===== config.mk =====
export PLATFORM = sky130hd
export DESIGN_NAME = mux_rr
export DESIGN_NICKNAME = d
export VERILOG_FILES = /design/src/rtl/mux_rr.sv
export SDC_FILE = /design/constraint.sdc
export NUM_CORES = 1
export LEC_CHECK = 0
export BUFFER_PORTS_ARGS = -buffer_cell sky130_fd_sc_hd__buf_4
export CAP_MARGIN = 20
export CORE_MARGIN = 5
export CORE_UTILIZATION = 43
export CTS_CLUSTER_SIZE = 12
export DETAILED_ROUTE_END_ITERATION = 10
export PLACE_DENSITY = 0.79
export SYNTH_ARGS = -nofsm -noshare
export SYNTH_HDL_FRONTEND = slang
export SYNTH_SLANG_ARGS = --single-unit

===== constraint.sdc =====
create_clock -name clk -period 2.6 [get_ports clk]
set_input_delay 0.65 -clock clk [delete_from_list [all_inputs] [get_ports clk]]
set_output_delay 0.65 -clock clk [all_outputs]
set_load 0.03 [all_outputs]

===== src/rtl/mux_rr.sv =====
// N-channel arbiter feeding a single registered output beat.
// MODE 0 rotates priority after each grant; MODE 1 always favours the lowest index.
module mux_rr #(
  parameter int WIDTH = 4,
  parameter int N     = 4,
  parameter int MODE  = 0
) (
  input  logic                   clk,
  input  logic                   rst_n,
  input  logic [N*WIDTH-1:0]     in_data,
  input  logic [N-1:0]           in_valid,
  output logic [N-1:0]           in_ready,
  output logic [WIDTH-1:0]       out_data,
  output logic [$clog2(N)-1:0]   out_sel,
  output logic                   out_valid,
  input  logic                   out_ready
);
  localparam int SW = $clog2(N);

  logic [N-1:0][WIDTH-1:0] ch_data;
  logic [SW-1:0]           ptr;
  logic [SW-1:0]           ptr_nxt;
  logic [SW-1:0]           gnt_idx;
  logic                    gnt_vld;
  logic                    load;
  logic [SW:0]             cand;

  assign ch_data = in_data;
  assign load    = !out_valid || out_ready;

  // Scan N candidates starting at ptr (or 0); the extra bit of cand absorbs
  // the wrap so ptr never needs to exceed N-1.
  always_comb begin
    gnt_vld = 1'b0;
    gnt_idx = '0;
    cand    = '0;
    for (int k = 0; k < N; k++) begin
      if (MODE == 1) begin
        cand = (SW+1)'(k);
      end else begin
        cand = {1'b0, ptr} + (SW+1)'(k);
        if (cand >= (SW+1)'(N)) cand = cand - (SW+1)'(N);
      end
      if (!gnt_vld && in_valid[cand[SW-1:0]]) begin
        gnt_vld = 1'b1;
        gnt_idx = cand[SW-1:0];
      end
    end
  end

  assign ptr_nxt = (gnt_idx == SW'(N-1)) ? '0 : gnt_idx + 1'b1;

  always_comb begin
    in_ready = '0;
    for (int i = 0; i < N; i++)
      in_ready[i] = load && gnt_vld && (gnt_idx == SW'(i));
  end

  always_ff @(posedge clk or negedge rst_n) begin
    if (!rst_n) begin
      out_valid <= 1'b0;
      out_data  <= '0;
      out_sel   <= '0;
      ptr       <= '0;
    end else if (load) begin
      out_valid <= gnt_vld;
      if (gnt_vld) begin
        out_data <= ch_data[gnt_idx];
        out_sel  <= gnt_idx;
        ptr      <= ptr_nxt;
      end
    end
  end
endmodule


==> impl_metrics.ini <==
[clocking]
clock_tree_from_tritoncts = done
clock_tree.root_cell = clkbuf_4
post_cts_resize_count = 0
tritoncts.num_buffers = 3
post_cts_repair_timing_setup_buffer_count = 0
worstSkewPairLatency_ns = 0.26
ctsHoldBuffers = 0
cts_max_level = 1
cts_max_path_buffers = 2
clkSlewWorstSetupHoldPaths_ns = 0.06
clock-sinks = 9

[timing]
setup_viol_count_final = 0
fmax_mhz = 401.2
timing.final.max_slew_violations = 0
final.period_utilization = 0.9587
count_of_final_hold_check_violations = 0
post-route-min-period_ns = 2.493
worst_pin_slew_ns = 0.3611
timing.setup.tns_ns = 0
timing.slew.headroom = 0.7571
rsz0062_at_grt = no
postLayoutSetupSlackWorst_ns = 0.1074
timing.clock.skew_ns = 0.001506

[synth]
netlist-cell-type-count = 21
synth.yosys.seq_area_share = 0.3488
synthesis.area_um2 = 645.6
synth_top_flop_cell = dfrtp_1
synth_top_cell_by_area = dfrtp_1
edff_count_synth = 0
async_flop_share = 1.000
netlist.area_leader.share = 0.3488
most_common_cell_in_the_netlist = dfrtp_1
synth.top_cells.by_count = dfrtp_1, mux2i_1, nor3_1, nand2_1
yosys_warnings = 0
yosys_register_bits = 9
synthCells = 66
syn-num-nets = 93
synth_area_leaders = dfrtp_1, mux2i_1, ha_1
synth_area_per_cell_um2 = 9.782

[status]
run_status = finished, final reports clean

[global_route]
maximum_number_of_pins_on_one_net_before_global_route_repair = 19
grt_first_pass_wirelength_um = 2380
grt_pass1_vias = 588
globalRouteOverflowTotal = 0
antenna_found_initial = 0
groute.usage.overall = 0.1237

[critical_path]
top_fanout_value_on_the_critical_path = 7
timing.critical_path.arrival_ns = 1.84
worst_reg2reg_path_endpoint = out_data[2]$_DFFE_PN0N_
critical_path.startpoint = in_valid[0]
worst_reg_to_reg_path_cell_count = 7
reg2reg_from = ptr[1]$_DFFE_PN0N_
timing.critical_path.from_type = primary input
endpoint = in_ready[0]
setup.reg_to_reg.worst_slack_ns = 0.67
timing.critical_path.to_type = primary output
criticalPathCategory = in -> out
crit_required_ns = 1.95

[min_path]
hp-class = in -> async

[floorplan]
dieArea_um2 = 2377
num_rows = 14
fp.dieH_um = 48.75
core_area_um2 = 1471
io-pin-count = 34
initial_utilization = 0.4388
chipWidth_um = 48.75

[finish]
layout-area-overhead-vs-synth_pct = 43.80
post_route_cells_drive_above_1_share = 0.4272
num-nets-final = 131
n_antenna_cell = 0

[power]
ir_drop_v = 0.0004377
leakagePower_nw = 0.5153
cell_area_power_density_nw_per_um2 = 744.8

[route]
post_drt_via_cell_ratio = 5.084
detailroute.via_count = 605
drt_iter0_drc = 5
drt-wirelength-per-cell_um = 12.39
detailedRoute.firstPassIterationCount = 4
met2_length_um = 767
highest-signal-layer = met4
antenna_left = 0
drcViolationCount = 0
totalWireLength_um = 1474
detailed_route_wire_length_on_metal_1_um = 631
detailroute.wirelength.met3_um = 63

[job]
drv_cap = 0

[place]
place.gp.congestion = 0.6885
post-place-ws_ns = 0.08876
dp_hpwl_um = 1236
port_buffers = 33
==> how the worst min path moves through the flow <==
stage | end | slack [ns] | cells after the start | startpoint
floorplan | out_data[0]$_DFFE_PN0N_ | 0.35 | 0 | rst_n
global placement | out_sel[0]$_DFFE_PN0N_ | 0.47 | 1 | out_sel[0]$_DFFE_PN0N_
detailed placement | out_sel[0]$_DFFE_PN0N_ | 0.47 | 1 | out_sel[0]$_DFFE_PN0N_
CTS | out_sel[1]$_DFFE_PN0N_ | 0.19 | 1 | rst_n
global route | out_sel[1]$_DFFE_PN0N_ | 0.20 | 1 | rst_n
finish | out_sel[1]$_DFFE_PN0N_ | 0.20 | 1 | rst_n
==> cell type report <==
type                            instances  area [um^2]
Sequential cell                         9        225.2
Inverter                                5        18.77
Fill cell                             122        543.0
Tap cell                               16        20.02
Multi-Input combinational cell         49        367.9
Clock buffer                            4        26.28
Timing Repair Buffer                   36        270.3
==> layer usage <==
layer | vias up | track usage
met2 | 14 | 0.2000
met4 | 0 | 0.05381
met1 | 278 | 0.1562
met3 | 2 | 0.02761
li1 | 311 | -
met5 | - | 0
==> sequential cells by signal, summed over array words and instances (netlist names) <==
| signal | cells |
|---|---|
| out_sel | 2 |
| out_valid | 1 |
| ptr | 2 |
| out_data | 4 |
==> per-stage QoR <==
| stage | instances | hold WS (ns) | total power, mW | cell area, um^2 | util |
|---|---|---|---|---|---|
| floorplan | 66 | 0.3544 | 0.4651 | 645.6 | - |
| global placement | 115 | 0.4652 | 0.5845 | 902.1 | 0.6131 |
| detailed placement | 115 | 0.4671 | 0.5919 | 902.1 | 0.6131 |
| CTS | 119 | 0.1941 | 0.7037 | 928.4 | 0.6310 |
| global route | 119 | 0.1952 | 0.7440 | 928.4 | 0.6310 |
| finish | 119 | 0.2017 | 0.6914 | 928.4 | 0.6310 |
==> worst max-delay path, cell delays in order <==
cell	delay (ns)
buf_4	0.13
a21o_1	0.14
a21oi_1	0.14
o22a_2	0.22
inv_2	0.09
ha_1	0.18
and2_1	0.13
buf_4	0.16
==> placed cells by master, fill, tap and decap left out, drive strengths merged, types with 3 or more instances in the layout <==
cell,Yosys,routed
nor3,8,8
nand2,6,6
clkbuf,0,4
buf,3,36
and2,4,4
a211o,4,4
dfrtp,9,9
ha,4,4
a21oi,4,4
mux2i,8,8
a21o,3,3
inv,5,5
==> power breakdown <==
part	total (mW)	internal [mW]	switching, mW
Combinational	0.372	0.170	0.202
Clock	0.106	0.0590	0.0468
Sequential	0.214	0.181	0.0323
Total	0.691	0.411	0.281
==> cell families after synthesis <==
logic type / after synthesis / synth area share
DFF: 9 / 0.3488
and+or+nand+nor: 21 / 0.1647
muxes: 9 / 0.1473
adders and majority gates: 4 / 0.07752
buffers and inverters: 8 / 0.08138
AOI/OAI and AO/OA: 15 / 0.1802
Power figures use the tool's default switching activity.
